File: src/rtl/hack_alu_mc_pkg.sv
// Shared definitions for the registered Hack ALU: FSM state encoding and the
// bit positions of the six Hack control bits when they travel as one vector.
package hack_alu_mc_pkg;

  typedef enum logic {
    ST_IDLE = 1'b0,
    ST_MUL  = 1'b1
  } state_t;

  localparam int CTL_W  = 6;
  localparam int CTL_ZX = 5;
  localparam int CTL_NX = 4;
  localparam int CTL_ZY = 3;
  localparam int CTL_NY = 2;
  localparam int CTL_F  = 1;
  localparam int CTL_NO = 0;

endpackage

File: src/rtl/hack_alu_mc_if.sv
// Request/result bundle for hack_alu_mc: valid/ready on both sides, operands,
// Hack control bits and the registered result with its zr/ng flags.
interface hack_alu_mc_if #(
  parameter int WIDTH = 16
) ();
  logic             in_valid;
  logic             in_ready;
  logic [WIDTH-1:0] x;
  logic [WIDTH-1:0] y;
  logic             zx, nx, zy, ny, f, no;
  logic             mul;
  logic             out_valid;
  logic             out_ready;
  logic [WIDTH-1:0] out;
  logic             zr;
  logic             ng;

  modport master (
    output in_valid, x, y, zx, nx, zy, ny, f, no, mul, out_ready,
    input  in_ready, out_valid, out, zr, ng
  );

  modport slave (
    input  in_valid, x, y, zx, nx, zy, ny, f, no, mul, out_ready,
    output in_ready, out_valid, out, zr, ng
  );
endinterface

File: src/rtl/hack_alu_mc_alu_core.sv
// Combinational Hack ALU: zero/negate preprocessing of both operands, then
// add-or-and and optional output negation. Preprocessed operands are exported.
module alu_core
  import hack_alu_mc_pkg::*;
#(
  parameter int WIDTH = 16
) (
  input  logic [WIDTH-1:0] x,
  input  logic [WIDTH-1:0] y,
  input  logic [CTL_W-1:0] ctl,
  output logic [WIDTH-1:0] xp,
  output logic [WIDTH-1:0] yp,
  output logic [WIDTH-1:0] res
);

  logic [WIDTH-1:0] xz;
  logic [WIDTH-1:0] yz;
  logic [WIDTH-1:0] r;

  always_comb begin
    xz  = ctl[CTL_ZX] ? '0 : x;
    yz  = ctl[CTL_ZY] ? '0 : y;
    xp  = ctl[CTL_NX] ? ~xz : xz;
    yp  = ctl[CTL_NY] ? ~yz : yz;
    r   = ctl[CTL_F] ? (xp + yp) : (xp & yp);
    res = ctl[CTL_NO] ? ~r : r;
  end

endmodule

File: src/rtl/hack_alu_mc.sv
// Registered Hack ALU with shift-add multiply: ALU ops return the cycle after
// accept, multiplies after WIDTH+1 edges; a stalled result blocks new requests.
module hack_alu_mc
  import hack_alu_mc_pkg::*;
#(
  parameter  int WIDTH = 16,
  localparam int CNT_W = $clog2(WIDTH + 1)
) (
  input logic         clk,
  input logic         reset,
  hack_alu_mc_if.slave bus
);

  state_t           state;
  state_t           state_nxt;
  logic [CTL_W-1:0] ctl;
  logic [WIDTH-1:0] xp;
  logic [WIDTH-1:0] yp;
  logic [WIDTH-1:0] alu_res;
  logic [WIDTH-1:0] mcand;
  logic [WIDTH-1:0] mplier;
  logic [WIDTH-1:0] acc;
  logic [WIDTH-1:0] mul_res;
  logic [CNT_W-1:0] cnt;
  logic             no_q;
  logic [WIDTH-1:0] res_q;
  logic             zr_q;
  logic             ng_q;
  logic             out_valid_q;
  logic             in_ready;
  logic             accept;
  logic             mul_done;

  always_comb begin
    ctl         = '0;
    ctl[CTL_ZX] = bus.zx;
    ctl[CTL_NX] = bus.nx;
    ctl[CTL_ZY] = bus.zy;
    ctl[CTL_NY] = bus.ny;
    ctl[CTL_F]  = bus.f;
    ctl[CTL_NO] = bus.no;
  end

  alu_core #(.WIDTH(WIDTH)) u_core (
    .x   (bus.x),
    .y   (bus.y),
    .ctl (ctl),
    .xp  (xp),
    .yp  (yp),
    .res (alu_res)
  );

  assign in_ready = (state == ST_IDLE) && (!out_valid_q || bus.out_ready);
  assign accept   = bus.in_valid && in_ready;
  assign mul_done = (state == ST_MUL) && (cnt == CNT_W'(WIDTH));
  assign mul_res  = no_q ? ~acc : acc;

  always_ff @(posedge clk) begin
    if (reset) state <= ST_IDLE;
    else       state <= state_nxt;
  end

  always_comb begin
    state_nxt = state;
    case (state)
      ST_IDLE: if (accept && bus.mul) state_nxt = ST_MUL;
      ST_MUL:  if (mul_done)          state_nxt = ST_IDLE;
      default:                        state_nxt = ST_IDLE;
    endcase
  end

  // Entering MUL always vacates the output slot, so mul_done never overwrites a pending result.
  always_ff @(posedge clk) begin
    if (reset) begin
      mcand       <= '0;
      mplier      <= '0;
      acc         <= '0;
      cnt         <= '0;
      no_q        <= 1'b0;
      res_q       <= '0;
      zr_q        <= 1'b1;
      ng_q        <= 1'b0;
      out_valid_q <= 1'b0;
    end else begin
      if (bus.out_ready) out_valid_q <= 1'b0;
      if (accept) begin
        if (bus.mul) begin
          mcand  <= xp;
          mplier <= yp;
          acc    <= '0;
          cnt    <= '0;
          no_q   <= bus.no;
        end else begin
          res_q       <= alu_res;
          zr_q        <= (alu_res == '0);
          ng_q        <= alu_res[WIDTH-1];
          out_valid_q <= 1'b1;
        end
      end else if (state == ST_MUL) begin
        if (mul_done) begin
          res_q       <= mul_res;
          zr_q        <= (mul_res == '0);
          ng_q        <= mul_res[WIDTH-1];
          out_valid_q <= 1'b1;
        end else begin
          if (mplier[0]) acc <= acc + mcand;
          mcand  <= mcand << 1;
          mplier <= mplier >> 1;
          cnt    <= cnt + CNT_W'(1);
        end
      end
    end
  end

  assign bus.in_ready  = in_ready;
  assign bus.out_valid = out_valid_q;
  assign bus.out       = res_q;
  assign bus.zr        = zr_q;
  assign bus.ng        = ng_q;

endmodule
File: src/flat_wrapper.sv
// flat-port wrapper written by rule: the top's interface ports become plain ports
module hack_alu_mc_flat import hack_alu_mc_pkg::*;
#(
  parameter  int WIDTH = 16,
  localparam int CNT_W = $clog2(WIDTH + 1)
)
  (clk, reset, bus_in_valid, bus_x, bus_y, bus_zx, bus_nx, bus_zy, bus_ny, bus_f, bus_no, bus_mul, bus_out_ready, bus_in_ready, bus_out_valid, bus_out, bus_zr, bus_ng);
  hack_alu_mc_if #(.WIDTH(WIDTH)) bus_i ();
  input logic clk;
  input logic reset;
  input wire logic [$bits(bus_i.in_valid)-1:0] bus_in_valid;
  input wire logic [$bits(bus_i.x)-1:0] bus_x;
  input wire logic [$bits(bus_i.y)-1:0] bus_y;
  input wire logic [$bits(bus_i.zx)-1:0] bus_zx;
  input wire logic [$bits(bus_i.nx)-1:0] bus_nx;
  input wire logic [$bits(bus_i.zy)-1:0] bus_zy;
  input wire logic [$bits(bus_i.ny)-1:0] bus_ny;
  input wire logic [$bits(bus_i.f)-1:0] bus_f;
  input wire logic [$bits(bus_i.no)-1:0] bus_no;
  input wire logic [$bits(bus_i.mul)-1:0] bus_mul;
  input wire logic [$bits(bus_i.out_ready)-1:0] bus_out_ready;
  output wire logic [$bits(bus_i.in_ready)-1:0] bus_in_ready;
  output wire logic [$bits(bus_i.out_valid)-1:0] bus_out_valid;
  output wire logic [$bits(bus_i.out)-1:0] bus_out;
  output wire logic [$bits(bus_i.zr)-1:0] bus_zr;
  output wire logic [$bits(bus_i.ng)-1:0] bus_ng;
  assign bus_i.in_valid = bus_in_valid;
  assign bus_i.x = bus_x;
  assign bus_i.y = bus_y;
  assign bus_i.zx = bus_zx;
  assign bus_i.nx = bus_nx;
  assign bus_i.zy = bus_zy;
  assign bus_i.ny = bus_ny;
  assign bus_i.f = bus_f;
  assign bus_i.no = bus_no;
  assign bus_i.mul = bus_mul;
  assign bus_i.out_ready = bus_out_ready;
  assign bus_in_ready = bus_i.in_ready;
  assign bus_out_valid = bus_i.out_valid;
  assign bus_out = bus_i.out;
  assign bus_zr = bus_i.zr;
  assign bus_ng = bus_i.ng;
  hack_alu_mc #(.WIDTH(WIDTH)) u_core (.clk(clk), .reset(reset), .bus(bus_i));
endmodule
File: config.mk
export PLATFORM = sky130hd
export DESIGN_NAME = hack_alu_mc_flat
export DESIGN_NICKNAME = d
export VERILOG_FILES = /design/src/rtl/hack_alu_mc_pkg.sv /design/src/rtl/hack_alu_mc_if.sv /design/src/rtl/hack_alu_mc_alu_core.sv /design/src/rtl/hack_alu_mc.sv /design/src/flat_wrapper.sv
export SDC_FILE = /design/constraint.sdc
export NUM_CORES = 1
export LEC_CHECK = 0
export CAP_MARGIN = 20
export CORE_ASPECT_RATIO = 0.8
export CORE_MARGIN = 4
export CORE_UTILIZATION = 45
export DETAILED_ROUTE_END_ITERATION = 10
export PLACE_DENSITY_LB_ADDON = 0.1
export SYNTH_ARGS = -nofsm -noshare
export SYNTH_HDL_FRONTEND = slang
export SYNTH_SLANG_ARGS = --single-unit
export TNS_END_PERCENT = 30
File: constraint.sdc
create_clock -name clk -period 3.6 [get_ports clk]
set_input_delay 0.36 -clock clk [delete_from_list [all_inputs] [get_ports clk]]
set_output_delay 0.36 -clock clk [all_outputs]
set_load 0.1 [all_outputs]
# == Word level (Yosys, flattened, before mapping) ==
# Cells that the tools add are included.
# word_totals
n_memories,0
elab_cells,82
ff_bits,74
output_inout_bits,20
ramBits,0
latchBits,0
rom_bits,0
# classes
bitwise,6
reduce_logical,15
n_mux,44
n_mul,0
n_lt_le_gt_ge,0
div_mod_pow,0
eq_ne,4
shifts,0
addsub,3
# op_table
cell,n
$mux W16,24
$not A16 Y16,4
$add A16 B16 Y16,2
$logic_not A16 Y1,2
$mux W5,4
$and A16 B16 Y16,1
$mux W1,15
$reduce_and A3 Y1,2
$reduce_bool A2 Y1,3
$add A5 B1 Y5 const B,1
$eq A5 B5 Y1 const B,1
$logic_and A1 B1 Y1,4
$ne A2 B2 Y1 const B,2
$reduce_and A4 Y1,1
$ne A2 B1 Y1 const B,1
$pmux W1 S2,1
$reduce_and A2 Y1,1
$logic_not A1 Y1,1
$logic_or A1 B1 Y1,1
$not A1 Y1,1

# == Logic depth before layout (Yosys ltp) ==
# Gate-level depths: netlist of the first run.
# depth
depth_word,10
mapped_depth,16
ltp_nobuf,15

# == Hierarchy ==
# Synthesis of the first run repeated with hierarchy kept, for this count alone.
# hier_totals
hier_cells,804
hier_area_um2,6200.9
# modules_own_cells
mod,cells_each,seq_area_each_um2,n_inst,area_per_inst_um2
hack_alu_mc,522,1461.4,1,4052.6
alu_core,282,0.0,1,2148.3

# == Worst setup path after synthesis of the first run ==
# Ideal clock, no wire load.
# synth_timing
kind,register -> register
startpoint,"reg u_core.out_valid_q, in the netlist u_core.bus.out_valid"
endpoint,reg u_core.acc[4]
arrival_ns,3.947
synth_period_minus_slack_ns,4.074
stages_incl_launch_ff,11
setup_slack_ns,-0.474
cell_sequence,dfxtp_1 -> nand2b_1 -> nor2b_1 -> nand2_1 -> o21ai_0 -> nor2_1 -> o21ai_0 -> clkbuf_1 -> nor4b_1 -> a21oi_1 -> nor2_1
# synth_via
elab_chain_cells,6
word_cells_on_any_way,10
classes_between,eq/ne: 2; mux: 1; reduce/logical: 7
# synth_lines
item,line_no,source
"start, declared",hack_alu_mc.sv:29,logic out_valid_q;
"start signal, assigned",hack_alu_mc.sv:83,out_valid_q <= 1'b0;
"start signal, assigned",hack_alu_mc.sv:85,if (bus.out_ready) out_valid_q <= 1'b0;
"start signal, assigned",hack_alu_mc.sv:97,out_valid_q <= 1'b1;
$logic_not A1 Y1 (*),hack_alu_mc.sv:53,assign in_ready = (state == ST_IDLE) && (!out_valid_q || bus.out_ready);
$logic_or A1 B1 Y1 (*),hack_alu_mc.sv:53,
$logic_and A1 B1 Y1 (*),hack_alu_mc.sv:53,
via bus_in_ready,flat_wrapper.sv:22,output wire logic [$bits(bus_i.in_ready)-1:0] bus_in_ready;
$logic_and A1 B1 Y1 (*),hack_alu_mc.sv:54,assign accept = bus.in_valid && in_ready;
$ne A2 B1 Y1 (no line) (tied with other cells),n/a,
$reduce_and A4 Y1 (no line),n/a,
"end signal, assigned",hack_alu_mc.sv:106,if (mplier[0]) acc <= acc + mcand;
"end, declared",hack_alu_mc.sv:22,logic [WIDTH-1:0] acc;
# Mark *: on every way through the listed nets, which the timed path passes. The rest lies on a longest branch.
# A chain may end at the register's enable or synchronous reset.

# == Worst setup path after layout of the first run ==
# layout_timing
startpoint,in bus_y[1]
endpoint,"reg u_core.zr_q, in the netlist u_core.bus.zr"
# layout_via
elab_chain_cells,10
word_cells_on_any_way,11
classes_between,add/sub: 1; mux: 6; bitwise: 3; reduce/logical: 1
# layout_lines
item,line_no,source
"start, declared",flat_wrapper.sv:13,input wire logic [$bits(bus_i.y)-1:0] bus_y;
$mux W16 (*),hack_alu_mc_alu_core.sv:22,yz = ctl[CTL_ZY] ? '0 : y;
$not A16 Y16,hack_alu_mc_alu_core.sv:24,yp = ctl[CTL_NY] ? ~yz : yz;
$mux W16 (*),hack_alu_mc_alu_core.sv:24,
$add A16 B16 Y16 / $and A16 B16 Y16 (equally long branches),hack_alu_mc_alu_core.sv:25,r = ctl[CTL_F] ? (xp + yp) : (xp & yp);
$mux W16 (*),hack_alu_mc_alu_core.sv:25,
$not A16 Y16,hack_alu_mc_alu_core.sv:26,res = ctl[CTL_NO] ? ~r : r;
$mux W16 (*),hack_alu_mc_alu_core.sv:26,
$logic_not A16 Y1 (*),hack_alu_mc.sv:95,zr_q <= (alu_res == '0);
$mux W1 (*),hack_alu_mc.sv:87,if (bus.mul) begin
$mux W1 (*),hack_alu_mc.sv:86,if (accept) begin
"end signal, assigned",hack_alu_mc.sv:95,
"end signal, assigned",hack_alu_mc.sv:102,zr_q <= (mul_res == '0);
"end, declared",hack_alu_mc.sv:27,logic zr_q;
# Mark *: on every way between the ends. The rest lies on a longest branch, timed or not. The select of a mux whose other input is x is not followed.

==> results of run 1 <==
==> area by class of cell <==
type / count / area share [%]
Sequential cell: 73 / 17.91
Clock inverter: 5 / 0.9965
Clock buffer: 10 / 2.805
Tap cell: 175 / 2.683
Timing Repair Buffer: 163 / 17.42
Multi-Input combinational cell: 628 / 57.14
Inverter: 23 / 1.058
==> what timing repair did <==
item | in CTS | in global routing
gates cloned | 1 | 0
endpoints found under the setup margin | 6 | 9
pin swaps | 5 | 22
gates resized for setup | 12 | 40
endpoints found under the hold margin | 0 | 0
buffers inserted | 3 | 4
==> worst max-delay path, cell delays in order <==
cell and delay, ns:
clkdlybuf4s50_1 0.52, nor2b_4 0.16, xnor2_1 0.12, buf_4 0.15, inv_1 0.04, ha_2 0.20
a21oi_4 0.18, o21ai_1 0.09, a221o_1 0.43, o211ai_4 0.33, and2_4 0.22, a311oi_2 0.11
xnor2_1 0.23, nor4bb_2 0.30, and4_1 0.21, a21o_1 0.10
==> routing by layer <==
metal,routed length (um),share of wire [%],GRT usage [%]
met1,9293,50,34.17
met2,8159,43,35.50
met3,973,5.2,4.387
met4,345,1.8,6.193
met5,0,0,0
==> sequential cells by signal, indices dropped and copies added, names as in the netlist <==
signal	cells
u_core.acc	16
u_core.bus.out	16
u_core.mcand	16
u_core.mplier	16
u_core.cnt	5
u_core.bus.out_valid	1
u_core.bus.zr	1
u_core.no_q	1
u_core.state	1
==> through the flow <==
step	std cells	util (%)	hold slack (ns)	area [um2]
floorplan	770	-	0.4562	6148
global placement	1053	57.31	0.4412	7508
detailed placement	1053	57.31	0.4591	7508
CTS	1072	60.30	0.4677	7900
global route	1077	62.30	0.4895	8162
finish	1077	62.30	0.4609	8162
==> power by group <==
| group | internal, mW | total, mW | switching (mW) |
|---|---|---|---|
| registers | 0.853 | 0.895 | 0.0423 |
| clock network | 0.603 | 0.953 | 0.350 |
| logic | 0.613 | 1.36 | 0.749 |
| total | 2.07 | 3.21 | 1.14 |
==> cell usage in the layout (no fill, tap or decap), drive strengths merged, types with 3 or more instances in the layout <==
master         count
clkbuf            10
a211o              5
xor2              30
dlymetal6s2s       4
a211oi            16
and3              10
or4                4
o21a               6
nand3b             3
a21o               8
dfxtp             73
o211ai             9
nand4              6
or3                8
nor3              18
and2              29
nor4               7
inv               23
a21oi             49
buf              103
clkdlybuf4s50     55
xnor2             64
a22oi             10
mux2i             32
and2b              5
a31oi              8
nand3             21
ha                33
a311o              4
o31ai              5
nand2b            23
nor2b             17
nor2              69
o21bai             3
nand2             55
o21ai             48
==> worst max path at each step <==
stage / startpoint / to / slack (ns) / depth (start not counted)
floorplan: bus_nx / u_core.bus.zr / -0.14 / 15
global placement: bus_zy / u_core.bus.zr / -0.40 / 15
global route: bus_y[1] / u_core.bus.zr / -0.03 / 16
finish: bus_y[1] / u_core.bus.zr / 0.13 / 16
detailed placement: bus_zy / u_core.bus.zr / -0.49 / 15
CTS: bus_zx / u_core.bus.zr / 0.007 / 16
==> kinds of logic after synthesis <==
group	synth area share, %
AOI/OAI and AO/OA	19.51
DFF	23.79
buffers and inverters	4.623
muxes	5.397
adders and majority gates	7.373
and+or+nand+nor	24.32
xor gates and xnor gates	14.99
==> reports/metrics.cfg, run 1 <==
[clocking]
cts_buffer_depth=2
clk_pin_slew_ns=0.06
cts_tree=built
hold_buffers=0
htreeDepth=3
numCtsBuffers=9
clock_sinks=73
clk_latency_ns=0.34
cts-root-buf=clkbuf_16

[logic_synthesis]
yosys_warnings=0
synthFlopType=dfxtp_1
synth_edf_count=0
synthArstFlopShare_pct=0
yosysMostFrequentCell=dfxtp_1
synth_top_area_cell=dfxtp_1
synth_area_um2=6143
syn_avg_cell_area_um2=7.978
synth_top_cell_area_share_pct=23.79
synth_common_cells=73 x dfxtp_1, 69 x nor2_1, 59 x xnor2_1
syn_nets=848
syn_inst=770
ys_types=71
seq_area_frac_synth_pct=23.79
netlist_top_cells_area=dfxtp_1 24%, xnor2_1 8.4%, ha_1 6.7%
synth_seq_cells=73

[floorplanning]
rows=37
start_util_pct=46.89
boundaryPins=63
coreArea_um2=13100
fp.dieW_um=138.6
die_height_um=112.5
fp.dieArea_um2=15600

[power_and_ir_drop]
power_mw=3.209
p_leak_nw=3.394
ir_drop_mv=0.3298
pwr_density_cell_nw_per_um2=393.2

[final_layout]
syn2layout_area_growth_pct=32.85
layout-drive-gt1-share_pct=19.51
multiInputGateArea_um2=4663
n_antenna_cell=0
finish.net_count=976
fillerInstances=1140
seq_area_um2=1461

[timing]
maxSlewHeadroom_pct=34.41
finalCritPeriodShare_pct=96.25
skew_ns=0.007990
slew_violations=0
setup_viol=0
fmax_mhz=288.6
worst_pin_slew_ns=0.9826
fin_tns_setup_ns=0
layout_setup_ws_ns=0.1349
hold_violations=0
fin_crit_ns=3.465

[setup_path]
worst-r2r-cell-count=11
critPathLaunchType=primary input
cp.arrival_ns=3.75
crit_required_ns=3.88
rr_endpoint=u_core.acc[15]
regToRegStartpoint=u_core.acc[1]
critPathCaptureType=flip-flop
r2r_setup_slack_ns=0.70
crit_fanout=5
criticalPathCategory=in2reg

[drt]
wirelength_um=18770
wl_per_cell_um=17.43
vias=5927
ant_nets=0
drtIter0Drc=443
viasPerCell=5.503
drt_pass1_iterations=6
drc=0

[placement]
dpl_worst_slack_ns=-0.4936
placement.io_buffers=62
dpl.hpwl_um=14440
gp_congestion=1.015

[run_status]
status=finished, final reports clean

[global_route]
antenna_found_initial=0
grt_pass1_wl_um=29610
grt_overflow_total=0
grt_max_degree=67
grt_pass1_vias=5630
grt_util_all_layers_pct=23.43

[job]
maxCapViolations=0

[hold_path]
hp-class=reg2reg
whs_path_depth=2
hold-path-endpoint=u_core.bus.out[3]
hold_start=u_core.bus.out[3]

No activity file was read; power rests on OpenSTA's default activity.
==> run 2: changes to the inputs <==
--- a/config.mk
+++ b/config.mk
@@ -5,7 +5,6 @@
 export SDC_FILE = /design/constraint.sdc
 export NUM_CORES = 1
 export LEC_CHECK = 0
-export CAP_MARGIN = 20
 export CORE_ASPECT_RATIO = 0.8
 export CORE_MARGIN = 4
 export CORE_UTILIZATION = 45
==> run 2 against run 1 <==
First-iteration DRC count is 2.5% lower. Utilization decreased by 0.057 points. Clock skew decreased by 0.00059 ns. Die area unchanged. Flip-flop and latch count did not move. Cell count barely moved. Sequential power about the same.
==> reports/metrics.cfg, run 2 (same netlist as run 1, synthesis figures left out) <==
[setup_path]
cp.arrival_ns=3.69
regToRegStartpoint=u_core.acc[1]
crit_required_ns=3.84
rr_endpoint=u_core.acc[15]
r2r_setup_slack_ns=0.70
crit_fanout=5
crit_start=bus_y[1]
critPathLaunchType=primary input
criticalPathCategory=in2reg
worst-r2r-cell-count=11
endpoint=u_core.bus.zr
critPathCaptureType=flip-flop

[final_layout]
seq_area_um2=1461
final_util_pct=62.24
final_common_cell=buf_4
layout-drive-gt1-share_pct=19.42
n_antenna_cell=0
finish.net_count=975
fillerInstances=1140
multiInputGateArea_um2=4663
layout_common_cells=94 x buf_4, 73 x dfxtp_1, 69 x nor2_1
final_area_um2=8154
finalNonFillerCells=1076
syn2layout_area_growth_pct=32.73

[placement]
dp_cells=1053
placement.io_buffers=62
dpl_cell_area_um2=7508
gp_congestion=1.015
dpl.hpwl_um=14440
dpl_worst_slack_ns=-0.4936

[floorplanning]
fp.dieArea_um2=15600
boundaryPins=63
die_height_um=112.5
rows=37
start_util_pct=46.89
coreArea_um2=13100
fp.dieW_um=138.6

[drt]
viasPerCell=5.481
vias=5898
wl_per_cell_um=17.50
drtIter0Drc=432
drc=0
ant_nets=0
drt_pass1_iterations=5
wirelength_um=18830

[timing]
skew_ns=0.007401
setup_viol=0
finalCritPeriodShare_pct=95.88
worst_pin_slew_ns=1.075
maxSlewHeadroom_pct=27.84
timing.hold.ws_ns=0.4608
hold_violations=0
fin_tns_setup_ns=0
fin_crit_ns=3.452
slew_violations=0
layout_setup_ws_ns=0.1483
fmax_mhz=289.7

[clocking]
clk_latency_ns=0.35
cts_buffer_depth=2
cts_tree=built
clock_sinks=73
clk_pin_slew_ns=0.06
cts-root-buf=clkbuf_16
numCtsBuffers=9
hold_buffers=0
htreeDepth=3

[power_and_ir_drop]
p_leak_nw=3.389
pwr_density_cell_nw_per_um2=393.8
power_mw=3.211
ir_drop_mv=0.3307

[global_route]
grt_max_degree=67
grt_util_all_layers_pct=23.43
grt_pass1_vias=5630
grt_pass1_wl_um=29610
grt_overflow_total=0
antenna_found_initial=0

[run_status]
status=finished, final reports clean

[hold_path]
whs_path_depth=2
hp-class=reg2reg

[job]
maxCapViolations=0

run 2: where the power goes:
group          internal [mW]  switching [mW]  total, mW  leakage, nW
registers              0.853          0.0427      0.895        0.593
clock network          0.603           0.353      0.956        0.149
logic                  0.611           0.748       1.36         2.65
run 2: layout make-up:
| class | instances | area share (%) |
|---|---|---|
| Clock buffer | 10 | 2.808 |
| Timing Repair Buffer | 162 | 17.34 |
| Clock inverter | 5 | 0.9974 |
| Tap cell | 175 | 2.685 |
| Multi-Input combinational cell | 628 | 57.19 |
| Inverter | 23 | 1.059 |
| Sequential cell | 73 | 17.92 |
run 2: worst min-delay path by stage:
stage,startpoint,end,slack [ns]
4_1_cts,u_core.bus.out[13],u_core.bus.out[13],0.47
3_5_place_dp,u_core.bus.out[3],u_core.bus.out[3],0.46
6_report,u_core.bus.out[3],u_core.bus.out[3],0.46
3_3_place_gp,u_core.bus.out[3],u_core.bus.out[3],0.44
5_1_grt,u_core.bus.out[3],u_core.bus.out[3],0.49
2_1_floorplan,u_core.mplier[1],u_core.mplier[1],0.46
run 2: what timing repair did:
action	in CTS	in global routing
setup buffers	3	4
gates resized for setup	12	40
endpoints found under the hold margin	0	0
gates cloned	1	0
pin swaps	5	22
endpoints found under the setup margin	6	9
run 2: routing by layer:
metal	wire (um)	share of wire [%]	global-route usage, %	vias up
met1	9446	50	34.17	2777
met2	8150	43	35.50	136
li1	-	-	-	2959
met5	0	0	0	-
met4	350	1.9	6.193	0
met3	879	4.7	4.387	26
run 2: worst max-delay path: stages:
cell and delay [ns]:
clkdlybuf4s50_1 0.52, nor2b_4 0.16, xnor2_1 0.12, buf_4 0.15
inv_1 0.04, ha_2 0.20, a21oi_4 0.18, o21ai_1 0.08
a221o_1 0.43, buf_4 0.18, nor3_4 0.15, o31ai_4 0.11
and4b_1 0.22, mux2_2 0.26, and4b_1 0.20, and4_1 0.18
a21o_1 0.16
==> run 3: changes to the inputs <==
--- a/config.mk
+++ b/config.mk
@@ -5,7 +5,7 @@
 export SDC_FILE = /design/constraint.sdc
 export NUM_CORES = 1
 export LEC_CHECK = 0
-export CORE_ASPECT_RATIO = 0.8
+export CORE_ASPECT_RATIO = 0.6
 export CORE_MARGIN = 4
 export CORE_UTILIZATION = 45
 export DETAILED_ROUTE_END_ITERATION = 10
==> run 3 against run 2 <==
Worst setup slack worse by 0.016 ns. Wire length is 4.1% higher. Clock power grew 5%. Register-to-register slack got worse by 0.22 ns. Largest cell class unchanged.
==> reports/metrics.cfg, run 3 (same netlist as run 1, synthesis figures left out) <==
[timing]
skew_ns=0.005953
fin_crit_ns=3.467
worst_pin_slew_ns=1.069
finalCritPeriodShare_pct=96.32
fin_tns_setup_ns=0
slew_violations=0
maxSlewHeadroom_pct=28.49
setup_viol=0
fmax_mhz=288.4
hold_violations=0

[clocking]
cts_tree=built
clk_pin_slew_ns=0.06
clock_sinks=73
clk_latency_ns=0.33
htreeDepth=3
cts_buffer_depth=2
numCtsBuffers=9
hold_buffers=0
cts-root-buf=clkbuf_16

[power_and_ir_drop]
p_leak_nw=3.425
ir_drop_mv=0.2954
pwr_density_cell_nw_per_um2=397.5
power_mw=3.236

[setup_path]
criticalPathCategory=in2reg
crit_fanout=5
cp.arrival_ns=3.70
worst-r2r-cell-count=14
critPathCaptureType=flip-flop
critPathLaunchType=primary input
r2r_setup_slack_ns=0.48
crit_required_ns=3.83

[final_layout]
layout-drive-gt1-share_pct=20.26
seq_area_um2=1461
layout_common_cells=105 x buf_4, 73 x dfxtp_1, 69 x nor2_1
final_area_um2=8140
multiInputGateArea_um2=4633
syn2layout_area_growth_pct=32.51
final_common_cell=buf_4
fillerInstances=1155
n_antenna_cell=0
finalNonFillerCells=1078
finish.net_count=981

[floorplanning]
fp.dieW_um=158.8
rows=32
boundaryPins=63
fp.dieArea_um2=15650
die_height_um=98.51
start_util_pct=46.92
coreArea_um2=13090

[global_route]
grt_util_all_layers_pct=24.76
use_met2_pct=34.42
grt_pass1_wl_um=31340
use_met1_pct=38.24
grt_pass1_vias=5746
grt_use_met3_pct=6.310
grt_max_degree=49
grt_overflow_total=0
antenna_found_initial=0
busiest_layer=met1

[drt]
drt_pass1_iterations=5
drc=0
wirelength_um=19600
drtIter0Drc=419
viasPerCell=5.594
vias=6030
ant_nets=0
wl_per_cell_um=18.18

[placement]
placement.io_buffers=62
dpl.hpwl_um=15160
gp_congestion=0.9165
dpl_cell_area_um2=7507
dp_cells=1052

[run_status]
status=finished, final reports clean

[hold_path]
whs_path_depth=2
hp-class=reg2reg

[job]
maxCapViolations=0

==> run 3: cell count changes in the layout (fill, tap and decap cells not counted), sizes merged <==
cell,before,now
buf,102,108
clkdlybuf4s50,55,52
inv,23,24
dlygate4sd2,1,3
clkbuf,10,11
==> run 3: repair_timing <==
item / in CTS / in global routing
endpoints found under the setup margin: 8 / 7
resized for setup: 24 / 26
pin swaps: 12 / 22
buffers inserted: 1 / 9
==> run 3: worst paths after layout <==
check                                        from                end
worst max-delay path                     bus_y[2]      u_core.bus.zr
worst min-delay path            u_core.bus.out[3]  u_core.bus.out[3]
worst max register to register      u_core.acc[0]     u_core.acc[14]
worst min register to register  u_core.bus.out[3]  u_core.bus.out[3]
==> run 3: routing by layer <==
layer	up-vias	routed length, um
li1	2969	-
met1	2849	10010
met2	190	7900
met3	22	1462
met4	0	227
met5	-	0
==> run 3: critical path, stage by stage <==
cell and delay, ns:
clkdlybuf4s50_1 0.46, nor2b_1 0.20, xor2_1 0.22, ha_1 0.29
a21oi_2 0.19, o21ai_1 0.12, a221o_1 0.40, buf_4 0.17
nor3_2 0.16, o31ai_4 0.11, and4b_1 0.20, mux2_2 0.27
and4b_1 0.19, and4_1 0.19, a21o_1 0.15
==> run 3: metrics by stage <==
step	util (%)	setup WS, ns	hold slack, ns
3_3_place_gp	57.34	-0.5892	0.4483
4_1_cts	60.90	0.009246	0.4680
3_5_place_dp	57.34	-0.6232	0.4558
6_report	62.18	0.1326	0.4678
5_1_grt	62.18	-0.005295	0.5025
2_1_floorplan	-	-0.1366	0.4562
==> run 3: where the power goes <==
part           total, mW  internal, mW  leakage, nW  switching (mW)
logic               1.34         0.604         2.67           0.732
registers          0.899         0.852        0.593          0.0464
clock network       1.00         0.629        0.159           0.373
total               3.24          2.08         3.42            1.15
==> run 3: layout make-up <==
cell class / instances / share of cell area [%]
Inverter: 23 / 1.061
Tap cell: 170 / 2.613
Multi-Input combinational cell: 628 / 56.92
Clock buffer: 10 / 2.936
Clock inverter: 6 / 1.107
Timing Repair Buffer: 168 / 17.41
Sequential cell: 73 / 17.95
